### src/rtl/bat_gauge_vga.sv
// bat_gauge_vga
//   Receives the CPU battery code bat_ctl[4:0] ({charging, level[3:0]}) from
//   another clock domain. The code is synchronised and debounced, then drawn
//   as a 10-segment battery gauge on a 640x480 VGA raster.
//   The pending code is applied only at frame_start, so a frame never tears.
//   Optional feature: define BAT_GAUGE_BLINK_EN to blink the outline and the
//   lit segments at low level while not charging.
module bat_gauge_vga #(
  parameter int CLK_DIV       = 4,
  parameter int STABLE_CYCLES = 16,
  parameter int H_ACTIVE      = 640,
  parameter int H_FP          = 16,
  parameter int H_SYNC        = 96,
  parameter int H_BP          = 48,
  parameter int V_ACTIVE      = 480,
  parameter int V_FP          = 10,
  parameter int V_SYNC        = 2,
  parameter int V_BP          = 33,
  parameter int BOX_X         = 240,
  parameter int BOX_Y         = 208,
  parameter int SEG_W         = 14,
  parameter int SEG_H         = 60,
  parameter int SEG_GAP       = 2
) (
  input  logic       clk,
  input  logic       rst,
  input  logic [4:0] bat_ctl,
  output logic       hsync,
  output logic       vsync,
  output logic [3:0] vga_r,
  output logic [3:0] vga_g,
  output logic [3:0] vga_b,
  output logic       frame_start,
  output logic [3:0] level_q
);

  localparam int H_TOTAL = H_ACTIVE + H_FP + H_SYNC + H_BP;
  localparam int V_TOTAL = V_ACTIVE + V_FP + V_SYNC + V_BP;
  localparam int HW      = $clog2(H_TOTAL);
  localparam int VW      = $clog2(V_TOTAL);
  localparam int DW      = (CLK_DIV > 1) ? $clog2(CLK_DIV) : 1;
  localparam int SW      = (STABLE_CYCLES > 1) ? $clog2(STABLE_CYCLES) : 1;

  // Gauge geometry: 2 px outline, a gap, then 10 segments separated by gaps.
  localparam int NSEG    = 10;
  localparam int PITCH   = SEG_W + SEG_GAP;
  localparam int BOX_W   = NSEG * PITCH + SEG_GAP + 4;
  localparam int BOX_H   = SEG_H + 2 * SEG_GAP + 4;
  localparam int SEG_X0  = BOX_X + 2 + SEG_GAP;
  localparam int SEG_Y0  = BOX_Y + 2 + SEG_GAP;
  localparam int NUB_W   = 6;
  localparam int NUB_H   = SEG_H / 2;
  localparam int NUB_X   = BOX_X + BOX_W;
  localparam int NUB_Y   = BOX_Y + (BOX_H - NUB_H) / 2;

  localparam logic [DW-1:0] DIV_LAST = DW'(CLK_DIV - 1);
  localparam logic [HW-1:0] H_LAST   = HW'(H_TOTAL - 1);
  localparam logic [VW-1:0] V_LAST   = VW'(V_TOTAL - 1);
  localparam logic [VW-1:0] V_FS     = VW'(V_ACTIVE);
  localparam logic [SW-1:0] STAB_MAX = SW'(STABLE_CYCLES - 1);

  localparam logic [11:0] WHITE  = 12'hFFF;
  localparam logic [11:0] CYAN   = 12'h0FF;
  localparam logic [11:0] RED    = 12'hF00;
  localparam logic [11:0] YELLOW = 12'hFF0;
  localparam logic [11:0] GREEN  = 12'h0F0;
  localparam logic [11:0] GREY   = 12'h222;
  localparam logic [11:0] BLACK  = 12'h000;

  // Levels above the segment count are shown as full.
  function automatic logic [3:0] clamp_level(input logic [3:0] lvl);
    return (lvl > 4'd10) ? 4'd10 : lvl;
  endfunction

  // Colour of a lit segment for the displayed state.
  function automatic logic [11:0] lit_colour(input logic chg, input logic [3:0] lvl);
    logic [11:0] c;
    if (chg)               c = CYAN;
    else if (lvl <= 4'd2)  c = RED;
    else if (lvl <= 4'd5)  c = YELLOW;
    else                   c = GREEN;
    return c;
  endfunction

  logic [DW-1:0] div_q, div_d;
  logic [HW-1:0] h_cnt_q, h_cnt_d;
  logic [VW-1:0] v_cnt_q, v_cnt_d;
  logic          hsync_q, hsync_d;
  logic          vsync_q, vsync_d;
  logic [11:0]   rgb_q, rgb_d;
  logic [4:0]    sync1_q, sync1_d;
  logic [4:0]    sync2_q, sync2_d;
  logic [4:0]    prev_q, prev_d;
  logic [SW-1:0] stab_cnt_q, stab_cnt_d;
  logic [4:0]    pend_q, pend_d;
  logic [3:0]    level_d;
  logic          charging_q, charging_d;
  logic          tick;
  logic          blank;

  int            px, py;
  logic          active, in_box, outline, nub, seg_row, seg_hit, seg_lit;
  logic [11:0]   pix;

  assign tick        = (div_q == DIV_LAST);
  assign frame_start = tick && (h_cnt_q == '0) && (v_cnt_q == V_FS);

`ifdef BAT_GAUGE_BLINK_EN
  logic [4:0] frame_cnt_q, frame_cnt_d;

  // Frame counter steps once per frame; bit 4 gives a ~32-frame blink period.
  always_comb begin
    frame_cnt_d = frame_start ? frame_cnt_q + 5'd1 : frame_cnt_q;
  end

  // Frame counter register.
  always_ff @(posedge clk or posedge rst) begin
    if (rst) frame_cnt_q <= '0;
    else     frame_cnt_q <= frame_cnt_d;
  end

  assign blank = !charging_q && (level_q <= 4'd2) && frame_cnt_q[4];
`else
  assign blank = 1'b0;
`endif

  // Pixel divider and raster counters; counters move only on a pixel tick.
  always_comb begin
    div_d   = tick ? '0 : div_q + 1'b1;
    h_cnt_d = h_cnt_q;
    v_cnt_d = v_cnt_q;
    if (tick) begin
      if (h_cnt_q == H_LAST) begin
        h_cnt_d = '0;
        v_cnt_d = (v_cnt_q == V_LAST) ? '0 : v_cnt_q + 1'b1;
      end else begin
        h_cnt_d = h_cnt_q + 1'b1;
      end
    end
  end

  // Input path: 2-flop synchroniser, then a stability counter that must
  // saturate before the sample is accepted into pend.
  always_comb begin
    sync1_d    = bat_ctl;
    sync2_d    = sync1_q;
    prev_d     = sync2_q;
    if (sync2_q != prev_q)          stab_cnt_d = '0;
    else if (stab_cnt_q == STAB_MAX) stab_cnt_d = stab_cnt_q;
    else                            stab_cnt_d = stab_cnt_q + 1'b1;
    pend_d     = (stab_cnt_q == STAB_MAX) ? prev_q : pend_q;
  end

  // Displayed state changes only at frame_start; the pend value registered
  // before this edge is the one taken.
  always_comb begin
    level_d    = frame_start ? clamp_level(pend_q[3:0]) : level_q;
    charging_d = frame_start ? pend_q[4] : charging_q;
  end

  // Pixel renderer: syncs and colour come from the same counter values, so
  // they are registered together with one tick of latency.
  always_comb begin
    px      = int'(h_cnt_q);
    py      = int'(v_cnt_q);
    active  = (px < H_ACTIVE) && (py < V_ACTIVE);
    in_box  = (px >= BOX_X) && (px < BOX_X + BOX_W) &&
              (py >= BOX_Y) && (py < BOX_Y + BOX_H);
    outline = in_box && ((px < BOX_X + 2) || (px >= BOX_X + BOX_W - 2) ||
                         (py < BOX_Y + 2) || (py >= BOX_Y + BOX_H - 2));
    nub     = (px >= NUB_X) && (px < NUB_X + NUB_W) &&
              (py >= NUB_Y) && (py < NUB_Y + NUB_H);
    seg_row = (py >= SEG_Y0) && (py < SEG_Y0 + SEG_H);
    seg_hit = 1'b0;
    seg_lit = 1'b0;
    for (int i = 0; i < NSEG; i++) begin
      if (seg_row && (px >= SEG_X0 + i * PITCH) && (px < SEG_X0 + i * PITCH + SEG_W)) begin
        seg_hit = 1'b1;
        seg_lit = (i < int'(level_q));
      end
    end

    pix = BLACK;
    if (!active)      pix = BLACK;
    else if (outline) pix = blank ? BLACK : WHITE;
    else if (nub)     pix = WHITE;
    else if (seg_hit) pix = seg_lit ? (blank ? BLACK : lit_colour(charging_q, level_q)) : GREY;

    hsync_d = hsync_q;
    vsync_d = vsync_q;
    rgb_d   = rgb_q;
    if (tick) begin
      hsync_d = !((px >= H_ACTIVE + H_FP) && (px < H_ACTIVE + H_FP + H_SYNC));
      vsync_d = !((py >= V_ACTIVE + V_FP) && (py < V_ACTIVE + V_FP + V_SYNC));
      rgb_d   = pix;
    end
  end

  // State registers; reset returns the raster to (0,0) with syncs high.
  always_ff @(posedge clk or posedge rst) begin
    if (rst) begin
      div_q      <= '0;
      h_cnt_q    <= '0;
      v_cnt_q    <= '0;
      hsync_q    <= 1'b1;
      vsync_q    <= 1'b1;
      rgb_q      <= '0;
      sync1_q    <= '0;
      sync2_q    <= '0;
      prev_q     <= '0;
      stab_cnt_q <= '0;
      pend_q     <= '0;
      level_q    <= '0;
      charging_q <= 1'b0;
    end else begin
      div_q      <= div_d;
      h_cnt_q    <= h_cnt_d;
      v_cnt_q    <= v_cnt_d;
      hsync_q    <= hsync_d;
      vsync_q    <= vsync_d;
      rgb_q      <= rgb_d;
      sync1_q    <= sync1_d;
      sync2_q    <= sync2_d;
      prev_q     <= prev_d;
      stab_cnt_q <= stab_cnt_d;
      pend_q     <= pend_d;
      level_q    <= level_d;
      charging_q <= charging_d;
    end
  end

  assign hsync = hsync_q;
  assign vsync = vsync_q;
  assign vga_r = rgb_q[11:8];
  assign vga_g = rgb_q[7:4];
  assign vga_b = rgb_q[3:0];

endmodule

### config.mk
export PLATFORM = sky130hd
export DESIGN_NAME = bat_gauge_vga
export DESIGN_NICKNAME = d
export VERILOG_FILES = /design/src/rtl/bat_gauge_vga.sv
export SDC_FILE = /design/constraint.sdc
export NUM_CORES = 1
export LEC_CHECK = 0
export CORE_MARGIN = 5
export CORE_UTILIZATION = 58
export CTS_CLUSTER_SIZE = 16
export DETAILED_ROUTE_END_ITERATION = 8
export PLACE_DENSITY = 0.78
export SLEW_MARGIN = 10
export SYNTH_ARGS = -nofsm -noshare
export SYNTH_HDL_FRONTEND = slang
export SYNTH_SLANG_ARGS = --single-unit
export TNS_END_PERCENT = 20
### constraint.sdc
create_clock -name clk -period 3.4 [get_ports clk]
set_clock_uncertainty 0.2 [all_clocks]
set_input_delay 0.34 -clock clk [delete_from_list [all_inputs] [get_ports clk]]
set_output_delay 0.34 -clock clk [all_outputs]
set_load 0.01 [all_outputs]
==> impl_metrics.ini <==
[logic_synthesis]
synth-edff-count = 0
syn-mean-instance-area_um2 = 9.52
cell_variety_after_synth = 66
post_synthesis_cells = 349
syn_nets = 362
synth.yosys.warnings = 0
ys_async_sr_fraction_pct = 100
synth_area_um2 = 3320
flip_flop_and_latch_count_after_synthesis = 59
synth-main-ff-cell = dfrtp_1
synth-seq-area-share_pct = 44.5

[clock_network]
numCtsBuffers = 9
cts.clk_slew.worst_paths_ns = 0.07
tritoncts = built
clk_lat_worst_skew_ns = 0.33
clkSinkCount = 59
cts-htree-levels = 3
clockRootBuffer = clkbuf_8
cts.hold.buffers_added = 0
cts.repair.resized = 0
clock_path_buffers = 2
post-cts-setup-buffer-count = 0

[route]
post_drt_via_cell_ratio = 6.28
routed_wirelength_um = 7670
wl_per_cell_um = 17.5
drt_pre_antenna_iters = 5
remaining_drc_errors = 0
initialDrtViolationCount = 362
detail-route-antenna-nets = 0
detailroute.via_count = 2746

[sta]
timing.max_slew.rel_slack_pct = 62.3
grt_setup_unrepaired = no
totalNegativeSetupSlack_ns = 0
setup_violation_total_in_the_final_timing_report = 0
finalHoldViolCount = 0
max_freq_mhz = 335
finalCritPeriodShare_pct = 87.7
timing_worst_slew_pin_value_ns = 0.562
final.setup.worst_slack_ns = 0.418
post-route-min-period_ns = 2.98
slew_viol_final = 0

[power]
vdd.ir_drop.worst_mv = 0.342
power.density_nw_per_um2 = 403
leakage_nw = 1.58
p_total_mw = 1.53

[global_routing]
antenna_found_initial = 0
gr-total-overflow = 0
grt_first_pass_wirelength_um = 13300
gr-usage-met2_pct = 33.5
number_of_global_route_vias_before_repair = 2707
grt_max_degree = 27
grt_use_total_pct = 22.6
grt.busiest_layer = met2
met1_usage_pct = 31.8
m3_gr_usage_pct = 6.63

[placed_design]
io_buffers = 25
hpwl_um = 5350
preCtsSetupSlack_ns = 0.699
finalWeightedCongestion = 0.907

[job]
cap_violations = 0

[setup_path]
critPathMaxStageDelay_ns = 0.59
cp.depth = 4
timing.critical_path.max_delay_family = simple AND/OR/NAND/NOR gates
r2r-end = rgb_q[3]$_DFFE_PP0P_
rrSetupSlack_ns = 0.65
worst_path_max_delay_cell = clkdlybuf4s50_1
crit_arrival_ns = 2.44
crit_path_cell_trace = nand4_1 -> or4_1 -> nor3_1 -> clkdlybuf4s50_1
reg2reg_from = h_cnt_q[3]$_DFFE_PP0P_
r2r_cells = 7
setup.worst_path.end_class = primary output
critPathLaunchType = flip-flop
critPathBufInv = 1
worst_setup_path_endpoint = frame_start
timing.critical_path.fanout_max = 10
worstSetupPathType = reg -> out
critPathRequiredTime_ns = 2.86
crit_start = v_cnt_q[5]$_DFFE_PP0P_

[layout]
multiInputGateArea_um2 = 1650
mostFrequentLayoutCells = 57 x dfrtp_1, 32 x nor2_1, 26 x nand2_1
antenna_cells = 0
total_of_fill_cells_in_the_finished_design = 437
final_layout_size_suffix_gt1_share_pct = 12.9
area.growth.synth_to_final_pct = 14.4
seq_area_um2 = 1480
final_net_count = 373
mostFrequentLayoutCell = dfrtp_1

[die]
initial_utilization_pct = 60.0
die_h_um = 85.7
core_region_area_um2 = 5540
io_pins = 26
die_w_um = 85.7
rows = 27
die-area_um2 = 7340

[run_status]
outcome = complete, no violations

[hold_path]
hold_crit_class = in -> async
==> per-stage QoR <==
stage	util, %	cells	hold slack [ns]	instance area, um2
floorplan	-	349	0.131	3320
global placement	64.1	421	0.131	3550
detailed placement	64.1	421	0.135	3550
CTS	68.6	437	0.0622	3800
global route	68.6	437	0.0753	3800
finish	68.6	437	0.0602	3800
==> layer usage <==
layer / up-vias / part of all wire [%]
met5: - / 0
met4: 0 / 1.8
met3: 18 / 6.6
met2: 118 / 46
met1: 1323 / 46
li1: 1287 / -
==> logic make-up after synthesis <==
group / synth area share, %
multiplexers: 3.28
XOR/XNOR: 4.74
AND/OR/NAND/NOR: 21.0
AO/OA/AOI/OAI: 18.3
buffers and inverters: 5.95
adder cells (fa/ha/maj): 2.26
flip-flops: 44.5
==> cell type report <==
type	instances	area share, %
Inverter	11	1.09
Timing Repair Buffer	31	7.77
Clock buffer	10	3.62
Clock inverter	6	2.93
Tap cell	72	2.37
Sequential cell	59	38.9
Multi-Input combinational cell	248	43.3
==> sequential cells by signal (all words and copies together), names as in the netlist, 2 cells and up <==
signal	cells
h_cnt_q	10
v_cnt_q	10
rgb_q	6
pend_q	5
prev_d	5
prev_q	5
sync1_q	5
level_q	4
stab_cnt_q	4
div_q	2
==> where the power goes <==
group	switching, mW	leakage [nW]	total (mW)	internal [mW]
logic	0.0169	0.690	0.0285	0.0115
clock network	0.280	0.123	0.788	0.508
registers	0.00569	0.768	0.717	0.711
==> worst min-delay path by stage <==
stage                               startpoint              endpoint  slack (ns)  depth (start not counted)
after floorplan           sync1_q[0]$_DFF_PP0_   prev_d[0]$_DFF_PP0_        0.13                          0
after global placement    sync1_q[1]$_DFF_PP0_   prev_d[1]$_DFF_PP0_        0.13                          0
after detailed placement  sync1_q[0]$_DFF_PP0_   prev_d[0]$_DFF_PP0_        0.13                          0
after CTS                                  rst  sync1_q[0]$_DFF_PP0_        0.06                          2
after global routing                       rst  sync1_q[4]$_DFF_PP0_        0.08                          2
final                                      rst  sync1_q[3]$_DFF_PP0_        0.06                          2
==> cell usage after synthesis (3+ instances only) <==
library cell / count / area share, %
o31ai_1: 7 / 1.6
or3_1: 4 / 0.75
xor2_1: 6 / 1.6
mux2_2: 7 / 2.4
dfrtp_1: 57 / 43
buf_2: 7 / 1.1
nor2_1: 32 / 3.6
a21oi_1: 16 / 2.4
mux2i_1: 3 / 0.90
a31oi_1: 10 / 1.9
ha_1: 6 / 2.3
clkbuf_1: 14 / 1.6
and3_1: 4 / 0.75
a21o_1: 3 / 0.68
xnor2_1: 12 / 3.2
nand3_1: 8 / 1.2
o2bb2ai_1: 4 / 1.1
inv_1: 11 / 1.2
or4_1: 3 / 0.68
a211oi_1: 7 / 1.6
nand2b_1: 3 / 0.56
o22ai_1: 3 / 0.56
nand4_1: 5 / 0.94
buf_4: 6 / 1.4
nor3_1: 17 / 2.6
o21ai_0: 11 / 1.7
nor2b_1: 3 / 0.56
nor3b_1: 3 / 0.68
nand2_1: 26 / 2.9
(Power assumes the default switching activity.)
